$ cat config.mk
export PLATFORM = sky130hd
export DESIGN_NAME = eth_rx_fcs_check
export DESIGN_NICKNAME = d
export VERILOG_FILES = /design/src/rtl/eth_pkg.sv /design/src/rtl/eth_fcs_strip.sv /design/src/rtl/eth_rx_fcs_check.sv
export SDC_FILE = /design/constraint.sdc
export NUM_CORES = 1
export LEC_CHECK = 0
export ABC_AREA = 0
export BUFFER_PORTS_ARGS = -buffer_cell sky130_fd_sc_hd__buf_2
export CORE_ASPECT_RATIO = 1.75
export CORE_MARGIN = 2
export CORE_UTILIZATION = 32
export CTS_CLUSTER_DIAMETER = 40
export DETAILED_ROUTE_END_ITERATION = 8
export GPL_TIMING_DRIVEN = 0
export HOLD_SLACK_MARGIN = 0.06
export SETUP_SLACK_MARGIN = 0.2
export SLEW_MARGIN = 20
export SYNTH_ARGS = -nofsm -noshare
export SYNTH_HDL_FRONTEND = slang
export SYNTH_SLANG_ARGS = --single-unit
$ cat constraint.sdc
create_clock -name clk_i -period 3.15 [get_ports clk_i]
set_clock_uncertainty 0.05 [all_clocks]
set_input_delay 0.1575 -clock clk_i [delete_from_list [all_inputs] [get_ports clk_i]]
set_output_delay 0.1575 -clock clk_i [all_outputs]
set_load 0.05 [all_outputs]
$ cat src/rtl/eth_pkg.sv
// Shared Ethernet types, constants and the byte-wide CRC-32 step used by the
// RX FCS checker and the TX FCS generator.
package eth_pkg;

  typedef enum logic [1:0] {
    IDLE,
    PRE,
    DATA,
    DROP
  } state_t;

  typedef struct packed {
    logic len_err;
    logic crc_err;
  } rx_status_t;

  localparam logic [7:0]  ETH_PREAMBLE  = 8'h55;
  localparam logic [7:0]  ETH_SFD       = 8'hD5;
  localparam logic [31:0] CRC32_INIT    = 32'hFFFF_FFFF;
  localparam logic [31:0] CRC32_RESIDUE = 32'hC704_DD7B;
  localparam logic [31:0] CRC32_POLY    = 32'h04C1_1DB7;

  // MSB-first register, data fed LSB first (wire order); a good frame leaves
  // CRC32_RESIDUE in the register with no final inversion or bit reversal.
  function automatic logic [31:0] crc32_d8(input logic [31:0] crc, input logic [7:0] data);
    logic [31:0] c;
    c = crc;
    for (int i = 0; i < 8; i++) begin
      if (c[31] ^ data[i]) c = {c[30:0], 1'b0} ^ CRC32_POLY;
      else                 c = {c[30:0], 1'b0};
    end
    return c;
  endfunction

endpackage

$ cat src/rtl/eth_fcs_strip.sv
// Four-byte delay line plus one-byte hold register: withholds the trailing FCS
// and tags the final payload byte with last/status at frame end.
module eth_fcs_strip
  import eth_pkg::*;
(
  input  logic       clk_i,
  input  logic       rst_n_i,
  input  logic       push_i,
  input  logic [7:0] data_i,
  input  logic       end_i,
  input  logic       flush_i,
  input  logic [1:0] status_i,
  output logic [7:0] m_data_o,
  output logic       m_valid_o,
  output logic       m_last_o,
  output logic [1:0] m_user_o,
  output logic       crc_ok_o
);

  logic [7:0] r_sr [4];
  logic [2:0] r_fill;
  logic [7:0] r_hold;
  logic       r_hold_vld;
  rx_status_t w_status;

  assign w_status = rx_status_t'(status_i);

  // NOTE: sequential state uses non-blocking assignments so every register
  // samples pre-edge values regardless of statement order.
  always_ff @(posedge clk_i or negedge rst_n_i) begin
    if (!rst_n_i) begin
      r_fill     <= '0;
      r_hold_vld <= 1'b0;
      m_data_o   <= '0;
      m_valid_o  <= 1'b0;
      m_last_o   <= 1'b0;
      m_user_o   <= '0;
      crc_ok_o   <= 1'b0;
    end else begin
      m_data_o  <= '0;
      m_valid_o <= 1'b0;
      m_last_o  <= 1'b0;
      m_user_o  <= '0;
      crc_ok_o  <= 1'b0;
      if (flush_i) begin
        r_fill     <= '0;
        r_hold_vld <= 1'b0;
      end else if (end_i) begin
        if (r_hold_vld) begin
          m_data_o  <= r_hold;
          m_valid_o <= 1'b1;
          m_last_o  <= 1'b1;
          m_user_o  <= status_i;
          crc_ok_o  <= ~(w_status.len_err | w_status.crc_err);
        end
        r_fill     <= '0;
        r_hold_vld <= 1'b0;
      end else if (push_i) begin
        if (r_hold_vld) begin
          m_data_o  <= r_hold;
          m_valid_o <= 1'b1;
        end
        if (r_fill == 3'd4) r_hold_vld <= 1'b1;
        else                r_fill     <= r_fill + 3'd1;
      end
    end
  end

  // NOTE: pure datapath bytes carry no reset; their validity is tracked by
  // r_fill / r_hold_vld, which are reset.
  always_ff @(posedge clk_i) begin
    if (push_i && !flush_i && !end_i) begin
      r_sr[0] <= data_i;
      r_sr[1] <= r_sr[0];
      r_sr[2] <= r_sr[1];
      r_sr[3] <= r_sr[2];
      if (r_fill == 3'd4) r_hold <= r_sr[3];
    end
  end

endmodule

$ cat src/rtl/eth_rx_fcs_check.sv
// Ethernet RX framer: preamble/SFD detection, FCS strip, CRC-32 residue check
// and length/PHY error reporting on a single-beat payload stream.
module eth_rx_fcs_check
  import eth_pkg::*;
#(
  parameter int MIN_LEN = 64,
  parameter int MAX_LEN = 1518,
  parameter int LEN_W   = 11
) (
  input  logic       clk_i,
  input  logic       rst_n_i,
  input  logic       rx_dv_i,
  input  logic       rx_ce_i,
  input  logic [7:0] rx_data_i,
  input  logic       rx_er_i,
  output logic [7:0] m_data_o,
  output logic       m_valid_o,
  output logic       m_last_o,
  output logic [1:0] m_user_o,
  output logic       crc_ok_o
);

  state_t           r_state, w_state_nxt;
  logic [LEN_W-1:0] r_cnt, w_cnt_nxt;
  logic [31:0]      r_crc, w_crc_nxt;
  logic             r_phy_err, w_phy_err_nxt;
  logic             r_first;
  logic             w_strobe;
  logic             w_push;
  logic             w_end;
  logic             w_flush;
  rx_status_t       w_status;

  assign w_strobe = rx_dv_i & rx_ce_i;

  always_ff @(posedge clk_i or negedge rst_n_i) begin
    if (!rst_n_i) begin
      r_state   <= IDLE;
      r_cnt     <= '0;
      r_crc     <= CRC32_INIT;
      r_phy_err <= 1'b0;
      r_first   <= 1'b1;
    end else begin
      r_state   <= w_state_nxt;
      r_cnt     <= w_cnt_nxt;
      r_crc     <= w_crc_nxt;
      r_phy_err <= w_phy_err_nxt;
      r_first   <= 1'b0;
    end
  end

  // NOTE: every signal driven here gets a default first, so no path through
  // the case statement can infer a latch.
  always_comb begin
    w_state_nxt   = r_state;
    w_cnt_nxt     = r_cnt;
    w_crc_nxt     = r_crc;
    w_phy_err_nxt = r_phy_err;
    w_push        = 1'b0;
    w_end         = 1'b0;
    w_flush       = 1'b0;
    w_status      = '0;

    case (r_state)
      IDLE: begin
        // A stream already in flight when reset releases is never picked up.
        if (r_first && rx_dv_i) begin
          w_state_nxt = DROP;
        end else if (w_strobe) begin
          w_state_nxt = (rx_data_i == ETH_PREAMBLE) ? PRE : DROP;
        end
      end

      PRE: begin
        if (!rx_dv_i) begin
          w_state_nxt = IDLE;
        end else if (w_strobe && rx_data_i != ETH_PREAMBLE) begin
          if (rx_data_i == ETH_SFD) begin
            w_state_nxt   = DATA;
            w_cnt_nxt     = '0;
            w_crc_nxt     = CRC32_INIT;
            w_phy_err_nxt = 1'b0;
            w_flush       = 1'b1;
          end else begin
            w_state_nxt = DROP;
          end
        end
      end

      DATA: begin
        if (!rx_dv_i) begin
          w_state_nxt      = IDLE;
          w_end            = 1'b1;
          w_status.len_err = r_phy_err | (r_cnt < LEN_W'(MIN_LEN));
          w_status.crc_err = (r_crc != CRC32_RESIDUE);
        end else if (w_strobe) begin
          if (r_cnt == LEN_W'(MAX_LEN)) begin
            // Oversize: close on the first excess byte; the CRC of a truncated
            // frame carries no information, so only the length error is flagged.
            w_state_nxt      = DROP;
            w_end            = 1'b1;
            w_cnt_nxt        = LEN_W'(MAX_LEN + 1);
            w_status.len_err = 1'b1;
          end else begin
            w_push        = 1'b1;
            w_cnt_nxt     = r_cnt + LEN_W'(1);
            w_crc_nxt     = crc32_d8(r_crc, rx_data_i);
            w_phy_err_nxt = r_phy_err | rx_er_i;
          end
        end
      end

      DROP: begin
        if (!rx_dv_i) w_state_nxt = IDLE;
      end

      default: w_state_nxt = IDLE;
    endcase
  end

  eth_fcs_strip u_strip (
    .clk_i    (clk_i),
    .rst_n_i  (rst_n_i),
    .push_i   (w_push),
    .data_i   (rx_data_i),
    .end_i    (w_end),
    .flush_i  (w_flush),
    .status_i (w_status),
    .m_data_o (m_data_o),
    .m_valid_o(m_valid_o),
    .m_last_o (m_last_o),
    .m_user_o (m_user_o),
    .crc_ok_o (crc_ok_o)
  );

endmodule

* After elaboration in Yosys (flattened, before gate mapping)
Memory sizes are Yosys's and may differ from the RTL's. A register that Yosys moved wholly into a read port is not among the register bits.
Index checks and enable logic that the tools add are counted.
Widths: inputs -> output; s select.
** Operators by class
- $add $sub $neg :: 2
- Multiply operators :: 0
- Div/mod/pow operators :: 0
- Magnitude comparators :: 1
- Eq/ne operators :: 21
- Shift-type cells :: 0
- Muxes and demuxes :: 109
- Bitwise operators :: 21
- Reduce and logical (&&, ||, !) cells :: 16
** Operators by type and width (count)
- $mux 32 :: 34
- $mux 27 :: 8
- $not 14->14 :: 8
- $mux 11 :: 6
- $pmux 32 s2 :: 1
- $mux 1 :: 36
- $mux 8 :: 4
- $ne 32x32->1 const B :: 1
- $mux 2 :: 13
- $pmux 11 s2 :: 1
- $ne 2x2->1 const B :: 7
- $mux 3 :: 4
- $ne 3x3->1 const B :: 4
- $add 11x1->11 const B :: 1
- $eq 11x11->1 const B :: 1
- $lt 11x7->1 const B :: 1
- $eq 8x7->1 const B :: 1
- $eq 8x8->1 const B :: 1
- $ne 8x7->1 const B :: 1
- $pmux 2 s4 :: 1
- $xor 1x1->1 :: 8
- $reduce_and 7->1 :: 1
- $reduce_and 2->1 :: 3
- $reduce_and 6->1 :: 1
- other kinds (15) :: 23
** Word-level totals
- Register bits after elaboration :: 64
- Latch bits :: 0
- Bits in writable memories :: 32
- Memory bits (read-only) :: 0
- Memories kept :: 1
** Memories
- u_strip.r_sr :: depth 4, bits a word 8, read ports 4, clocked after memory_dff 1, wr ports 4, RTL line eth_fcs_strip.sv:20 : logic [7:0] r_sr [4];

* Longest topological paths before layout
Gate-level depths: netlist (run 1).
- Depth in word-level cells :: 48
- Mapped depth :: 8
- Depth with buffers taken out :: 7

* Cells and area by module
Synthesis (run 1) repeated with hierarchy kept, for this count alone.
** Second synthesis, totals
- Cell total of the unflattened synthesis :: 397
- Area, all modules :: 4907.2 µm²
** By module, submodules not included
- eth_rx_fcs_check :: times used 1, cells an instance 304, area an instance 2990.4 µm², sequential area each 1217.4 µm²
- eth_fcs_strip :: times used 1, cells an instance 93, area an instance 1916.8 µm², sequential area each 1626.6 µm²

* Least setup slack after synthesis (run 1)
OpenSTA, ideal clock, no wires.
- Path type :: flip-flop to flip-flop
- Start point :: register r_cnt[0]
- End point :: memory u_strip.r_sr[0][0], enable pin
- Library setup time :: 0.410 ns
- Arrival time :: 2.285 ns
- Required time :: 2.690 ns
- Setup slack :: 0.405 ns
- Stages on the path, launching flop included :: 7
- Path buffers :: 1
- Period minus slack after synthesis :: 2.745 ns
- Path through :: dfrtp_1 > inv_1 > ha_1 > and4bb_2 > a31o_2 > inv_2 > clkbuf_1
** RTL lines
- start, declared :: RTL line eth_rx_fcs_check.sv:24 : logic [LEN_W-1:0] r_cnt, w_cnt_nxt;
- start signal, assigned :: RTL line eth_rx_fcs_check.sv:45 : r_cnt <= w_cnt_nxt;
- end, declared :: RTL line eth_fcs_strip.sv:20

* Worst setup path after layout (run 1)
- Start point :: input rx_dv_i
- End point :: register u_strip.r_hold[0] (read register of u_strip.r_sr), enable pin
** On the way
- Word-level cells in the longest chain between the ends :: 9
** RTL lines
- start, declared :: RTL line eth_rx_fcs_check.sv:12 : input logic rx_dv_i,
- $and 1x1->1 :: RTL line eth_rx_fcs_check.sv:34 : assign w_strobe = rx_dv_i & rx_ce_i;
- $logic_and 1x1->1 :: RTL line eth_rx_fcs_check.sv:77 : end else if (w_strobe && rx_data_i != ETH_PREAMBLE) begin
- $mux 1 :: RTL line eth_rx_fcs_check.sv:77
- $mux 1 :: RTL line eth_rx_fcs_check.sv:75 : if (!rx_dv_i) begin
- $mux 1 :: RTL line eth_rx_fcs_check.sv:64 : case (r_state)
- $logic_not 1->1 :: RTL line eth_fcs_strip.sv:72 : if (push_i && !flush_i && !end_i) begin
- $logic_and 1x1->1 :: RTL line eth_fcs_strip.sv:72
- $logic_and 1x1->1 * :: RTL line eth_fcs_strip.sv:72
- $reduce_and 2->1 (no line) *
- end, declared :: RTL line eth_fcs_strip.sv:22 : logic [7:0] r_hold;
Every way passes the cells marked *; elsewhere a longest branch is shown, timed or not.
A chain may end at the register's enable or synchronous reset.

==> results of run 1 <==
-- worst reg2reg max path, cell delays in order, from the launching register on --
cell	delay [ps]
dfrtp_1	440
nand4b_1	500
a31o_2	430
clkbuf_1	270
nor2_1	600
-- cell type report --
class	count	area share
Clock buffer	9	0.03851
Tap cell	186	0.03979
Sequential cell	104	0.4863
Multi-Input combinational cell	224	0.3596
Buffer	12	0.009414
Clock inverter	7	0.01647
Timing Repair Buffer	35	0.04407
Inverter	9	0.005777
-- cell usage in the layout, fill, tap and decap left out, drive strengths merged, types with 2 or more instances in the layout --
master,netlist,layout
nand2,14,14
edfxtp,40,40
a21oi,5,5
a2bb2oi,24,24
xnor3,13,13
xnor2,33,33
and4,2,2
nand4b,5,5
a211o,2,2
or4,2,2
a31oi,8,8
nor2,5,5
nor4,2,2
and4b,3,3
o211ai,3,3
buf,7,32
a21o,3,3
ha,4,4
o31ai,3,3
o21a,2,2
inv,9,13
xor2,14,14
and3,4,4
nand3,10,10
dfstp,33,33
clkbuf,5,14
o21ai,13,13
dlygate4sd3,0,10
o22ai,2,2
a41oi,2,2
o22a,8,8
nor4b,2,2
and2,13,13
dfrtp,31,31
nand2b,3,3
nor3,4,4
xor3,4,4
-- state kept, by name (all words and copies together) (netlist names) --
name	count
u_strip.m_valid_o	1
u_strip.r_sr	32
u_strip.crc_ok_o	1
u_strip.m_data_o	8
u_strip.m_user_o	2
r_first	1
r_cnt	11
u_strip.r_hold	8
r_phy_err	1
u_strip.m_last_o	1
u_strip.r_fill	3
u_strip.r_hold_vld	1
r_crc	32
r_state	2
-- cells by family after synthesis --
kind of cell,count (synthesis),share of synthesized area
XOR/XNOR,64,0.1971
other,1,0.0007448
AND/OR/NAND/NOR,76,0.09195
AO/OA/AOI/OAI,79,0.1180
flip-flops,104,0.5649
adder cells (fa/ha/maj),4,0.009941
buffers and inverters,21,0.01739
-- per-layer routing --
metal,up-vias,global-route usage,wire [um],part of all wire
li1,1390,-,-,-
met1,1513,0.1366,3932,0.37
met2,51,0.2497,6001,0.57
met3,20,0.02546,288,0.027
met4,0,0.06730,385,0.036
met5,-,0,0,0
-- what timing repair did --
| action | in CTS | in global routing |
|---|---|---|
| setup endpoints to repair | 0 | 0 |
| hold buffers | 10 | 0 |
| resized for setup | 0 | 0 |
| endpoints found under the hold margin | 41 | 0 |
-- power by group --
part           leakage, nW  internal, mW  switching (mW)
registers             1.13          1.82           0.331
clock network        0.155         0.643           0.551
logic                 1.13          1.69            1.18
-- final timing paths --
check | from | slack (ps) | cells after the start | endpoint
worst max-delay path | rx_dv_i | 490 | 6 | u_strip.r_hold[0]$_DFFE_PP_
min in group asynchronous | rst_n_i | 230 | 2 | r_cnt[1]$_DFFE_PN0P_
worst min register to register | u_strip.r_sr[2][3]$_DFFE_PP_ | 370 | 0 | u_strip.r_sr[3][3]$_DFFE_PP_
worst max register to register | r_state[0]$_DFFE_PN0P_ | 500 | 4 | u_strip.r_hold[0]$_DFFE_PP_
worst min-delay path | rx_er_i | 70 | 3 | r_phy_err$_DFFE_PN0P_
max in group asynchronous | rst_n_i | 2220 | 3 | r_crc[23]$_DFFE_PN1P_
==> impl_results.md, run 1 <==
* Antenna cells at 0
* Post-synthesis sequential area ratio at 0.5649
* Kind of start point of the critical path: primary input
* Layout net count at 412
* Worst-path clk slew at 70 ps
* CTS tree: yes
* Antenna viol nets, final at 0
* First-pass GRT wire length at 17.04 mm
* Tcrit/Tclk final at 0.8429
* Top cells by count, synth: edfxtp_1 (40), dfstp_2 (33), dfrtp_1 (31), a2bb2oi_1 (23), xnor2_1 (22)
* Worst IR drop on VDD at 0.3155 mV
* RSZ-0062 raised after global routing: no
* Ys Warns at 0
* WP data required at 3090 ps
* Multi-input combinational cell area at 2103 um^2
* Setup ws final at 494.9 ps
* Area of the mapped netlist at 5035 um^2
* HP Class: primary input to flop
* Pre-CTS WS at 482.4 ps
* H-tree levels at 3
* Iter 0 DRT Violations at 148
* Status: finished clean
* Final count of negative-setup-slack endpoints at 0
* Clock latency on the worst-skew pair at 360 ps
* Placer congestion estimate at 0.8661
* IO Count at 26
* Die ar. at 16790 um^2
* Synth Register Bits at 104
* Fin Hold WS at 67.46 ps
* Number of enable flip-flop cells after synthesis at 40
* Core area at 15390 um^2
* Maxcap violations at 0
* Most common cell in the netlist: edfxtp_1
* Site Rows at 60
* Crit path largest cell delay at 600 ps
* Fin. Hold Viols at 0
* Utilization after layout at 0.3800
* WP buf/inv at 3
* Critical Path Slowest Stage Cell: nor2_1
* Layout area overhead at 16.15%
* Total gr overflow at 0
* Crit path DAT at 2600 ps
* Largest net degree at the start of global routing at 34
* Kind of critical path: primary input to flop
* Achievable Freq at 0.3766 GHz
* Critical path's top delay family: simple AND/OR/NAND/NOR gates
* Root buf cell: clkbuf_16
* Leak pwr at 2.416 nW
* Syn nets at 366
* Tot GR Track Use at 0.1326
* Proportion of layout cells with a drive suffix above 1 at 0.2525
* Syn Inst Count at 349
* Setup TNS at 0 ps
* Die X at 98.82 um
* Ys async rst share at 0.6154
* Max FO, Critical Path at 10
* # fillers at 1430
* Min Tclk post-route at 2655 ps
* Total number of vias at 2974
* Number of global-route vias before repair at 3221
* Drc violations at 0
* Design Area, Final at 5848 um^2
* Sequential cell area at 2844 um^2
* Finished Layout Cells at 586
* Slew headroom at 0.5548
* Initial antenna violation count at 0
* Post-DP Area at 5426 um^2
* Total CTS buffers at 9
* Worst path cell trace: dlygate4sd3_1 -> buf_2 -> nand4b_1 -> a31o_2 -> clkbuf_1 -> nor2_1
* Postcts setup bufs at 0
* Post-synth top area share at 0.2386
* Power per standard cell area at 1063 nW/um^2
* Total Power at 6.219 mW
* Clock tree sinks at 104
* Area leader, netlist: edfxtp_1
* Slew Limit Fails at 0
* DR vias/cell at 5.075
* Primary FF master, synth: edfxtp_1
* Routed wire length at 10.61 mm
* Initial Util at 0.3272
* Detailed Routing Iterations Pass 1 at 4
* WL per Instance at 18.10 um
* Count of input and output buffers at 23
* Inst Count DP at 560
* Die Ht at 169.9 um
* Tightest Pin Transition at 665.3 ps
* Mean Syn Cell Area at 14.43 um^2
* Post-DP HPWL at 7.768 mm
* CP Capture Type: flop
* Dominant cells by area after synthesis: edfxtp_1 (24%), dfstp_2 (17%), dfrtp_1 (15%)
* Yosys cell types at 56
* Max Root-Sink Buffers at 2
(Power assumes the default switching activity.)
==> run 2, diff against run 1 <==
- ABC_AREA: 0 -> 1
- clock period: 3.15 -> 2.7 ns (I/O delays scaled with it)
==> run 2 against run 1 <==
Net effect: design area grew 9.4%; combinational power down 2%; via count up 41%; flip-flop and latch count is the same; total power rose by 7.5%; highest routed layer unchanged.
==> impl_results.md, run 2 <==
* DR vias/cell at 4.519
* HP Class: primary input to flop
* Max FO, Critical Path at 41
* Initial Util at 0.3271
* Site Rows at 63
* Most common cell in the netlist: nand2_1
* Number of global-route vias before repair at 4224
* Hold Crit Depth at 4
* Mean Syn Cell Area at 8.542 um^2
* Ys async rst share at 0.6154
* Antenna cells at 0
* Worst path cell trace: nor2_4 -> inv_2 -> nor2_4 -> nand2_4 -> inv_4 -> buf_6 -> nand3_1 -> nand2_1 -> inv_1
* Post-DP Area at 5971 um^2
* Syn Inst Count at 649
* Core area at 16950 um^2
* Pre-CTS WS at 138.2 ps
* Proportion of layout cells with a drive suffix above 1 at 0.1729
* Slew headroom at 0.6574
* Ys Warns at 0
* FF-to-FF setup slack at 380 ps
* Max Root-Sink Buffers at 2
* Yosys cell types at 37
* Worst Hold Path EP: u_strip.m_user_o[0]$_DFF_PN0_
* Worst-path clk slew at 80 ps
* Drc violations at 0
* Min Tclk post-route at 2318 ps
* Most frequent cells in the layout: nand2_1 (208), inv_1 (90), nand3_1 (48)
* Total gr overflow at 0
* Clock power frac at 0.208
* Final count of negative-setup-slack endpoints at 0
* Design Area, Final at 6400 um^2
* Largest net degree at the start of global routing at 42
* Primary FF master, synth: edfxtp_1
* Largest regs: r_crc x32, u_strip.r_sr x32, r_cnt x11
* Top cell by count, worst path: nor2_4
* Tot GR Track Use at 0.1469
* Post-synthesis sequential area ratio at 0.5130
* Die X at 103.5 um
* Die ar. at 18440 um^2
* First-pass GRT wire length at 20.98 mm
* Seq pwr share at 0.369
* Post-DP HPWL at 9.431 mm
* Kind of start point of the critical path: flop
* Achievable Freq at 0.4314 GHz
* Post-synth top area share at 0.2167
* Detailed Routing Iterations Pass 1 at 5
* Syn nets at 666
* Clock latency on the worst-skew pair at 360 ps
* Maxcap violations at 0
* Critical Path Slowest Stage Cell: dfrtp_1
* Area leader, netlist: edfxtp_1
* Slew Limit Fails at 0
* Total Power at 6.684 mW
* Routed wire length at 12.67 mm
* Placer congestion estimate at 0.9077
* Number of enable flip-flop cells after synthesis at 40
* Total CTS buffers at 9
* Tcrit/Tclk final at 0.8585
* Fin Hold WS at 64.50 ps
* Crit Reg-Reg Startpoint: r_state[0]$_DFFE_PN0P_
* WP data required at 2950 ps
* WL per Instance at 13.67 um
* Iter 0 DRT Violations at 343
* Share of total power in combinational logic at 0.423
* Count of input and output buffers at 24
* Hold Crit Start: rx_dv_i
* Postcts setup bufs at 0
* Synth Register Bits at 104
* Kind of critical path: flop to flop
* Setup TNS at 0 ps
* Die Ht at 178.1 um
* Layout net count at 712
* Total number of vias at 4189
* Status: finished clean
* H-tree levels at 3
* Leak pwr at 3.051 nW
* Internal power at 3.777 mW
* Initial antenna violation count at 0
* Tightest Pin Transition at 513.9 ps
* R2r worst-path depth at 9
* Area of the mapped netlist at 5544 um^2
* RSZ-0062 raised after global routing: no
* Top cells by count, synth: nand2_1 (208), inv_1 (90), nand3_1 (48), nor2_1 (44), edfxtp_1 (40)
* Root buf cell: clkbuf_16
* IO Count at 26
* Setup ws final at 382.1 ps
* Clock tree sinks at 104
* Dominant cells by area after synthesis: edfxtp_1 (22%), dfstp_2 (16%), nand2_1 (14%)
* Most common cell after layout, fill and taps aside: nand2_1
* RR Endpoint: r_crc[13]$_DFFE_PN1P_
* Fin. Hold Viols at 0
* Crit path DAT at 2560 ps
* CTS tree: yes
* Power per standard cell area at 1044 nW/um^2
* Layout area overhead at 15.44%
* NetSw at 2.907 mW
* Antenna viol nets, final at 0
* CP Capture Type: flop
* Worst IR drop on VDD at 0.3454 mV
* Sw Share at 0.4349
* Crit path largest cell delay at 470 ps
run 2: cell types whose count changed in the layout (fill, tap and decap cells not counted), sizes merged, moves of 27 or more:
cell and change:
nand3 +39, nand2 +211, nor2 +45, xnor2 -27
inv +89
run 2: critical path: cells and delay by family (launching register included):
kind | cells | cell delay [ps]
buf+inv | 4 | 700
simple gates | 5 | 1030
flops | 1 | 470
run 2: how the worst max path moves through the flow:
stage / from / slack (ps) / endpoint / cells past startpoint
2_1_floorplan: r_state[0]$_DFFE_PN0P_ / 730 / u_strip.r_hold[0]$_DFFE_PP_ / 6
3_3_place_gp: r_state[0]$_DFFE_PN0P_ / 170 / u_strip.r_hold[1]$_DFFE_PP_ / 6
3_5_place_dp: r_state[1]$_DFFE_PN0P_ / 140 / u_strip.r_hold[1]$_DFFE_PP_ / 7
4_1_cts: r_state[0]$_DFFE_PN0P_ / 340 / u_strip.r_hold[6]$_DFFE_PP_ / 6
5_1_grt: r_state[1]$_DFFE_PN0P_ / 200 / r_crc[13]$_DFFE_PN1P_ / 10
6_report: r_state[0]$_DFFE_PN0P_ / 380 / r_crc[13]$_DFFE_PN1P_ / 9
run 2: cells by family (layout without fill, tap and decap cells):
family,after synthesis,after routing,synth area share
XOR/XNOR,44,44,0.07290
other,1,1,0.0006764
buffers and inverters,105,156,0.07921
adder cells (fa/ha/maj),4,4,0.009028
AO/OA/AOI/OAI,48,48,0.04943
AND/OR/NAND/NOR,343,343,0.2758
flip-flops,104,104,0.5130
run 2: layout make-up:
type | instances | area (um^2)
inverters | 98 | 370.4
fillers | 1702 | 10550
repair buffers | 35 | 242.7
flip-flops and latches | 104 | 2844
multi-input cells | 440 | 2263
clock inverters | 7 | 101.3
clock buffers | 9 | 225.2
plain buffers | 7 | 68.82
well taps | 227 | 284.0
run 2: metrics by stage:
| stage | cells | utilization |
|---|---|---|
| after floorplan | 649 | - |
| after global placement | 900 | 0.3510 |
| after detailed placement | 901 | 0.3523 |
| after CTS | 926 | 0.3770 |
| after global routing | 927 | 0.3776 |
| final | 927 | 0.3776 |
run 2: power groups by stage:
stage,sequential [mW],combinational (mW),clock (mW)
2_1_floorplan,2.43,2.15,0
3_3_place_gp,2.49,2.75,0
3_5_place_dp,2.49,2.81,0
4_1_cts,2.46,2.84,1.44
5_1_grt,2.52,3.21,1.50
6_report,2.46,2.83,1.39
run 2: layer usage:
metal / global-route usage / vias up / share of wire
met5: 0 / - / 0
met4: 0.09291 / 0 / 0.055
met3: 0.02813 / 34 / 0.027
met2: 0.2804 / 78 / 0.54
met1: 0.1449 / 1943 / 0.38
li1: - / 2134 / -
run 2: repair_timing:
item                       4_1_cts  5_1_grt
setup endpoints to repair        8        0
resized for setup                1        0
hold buffers                     9        1
hold endpoints to repair        43        1
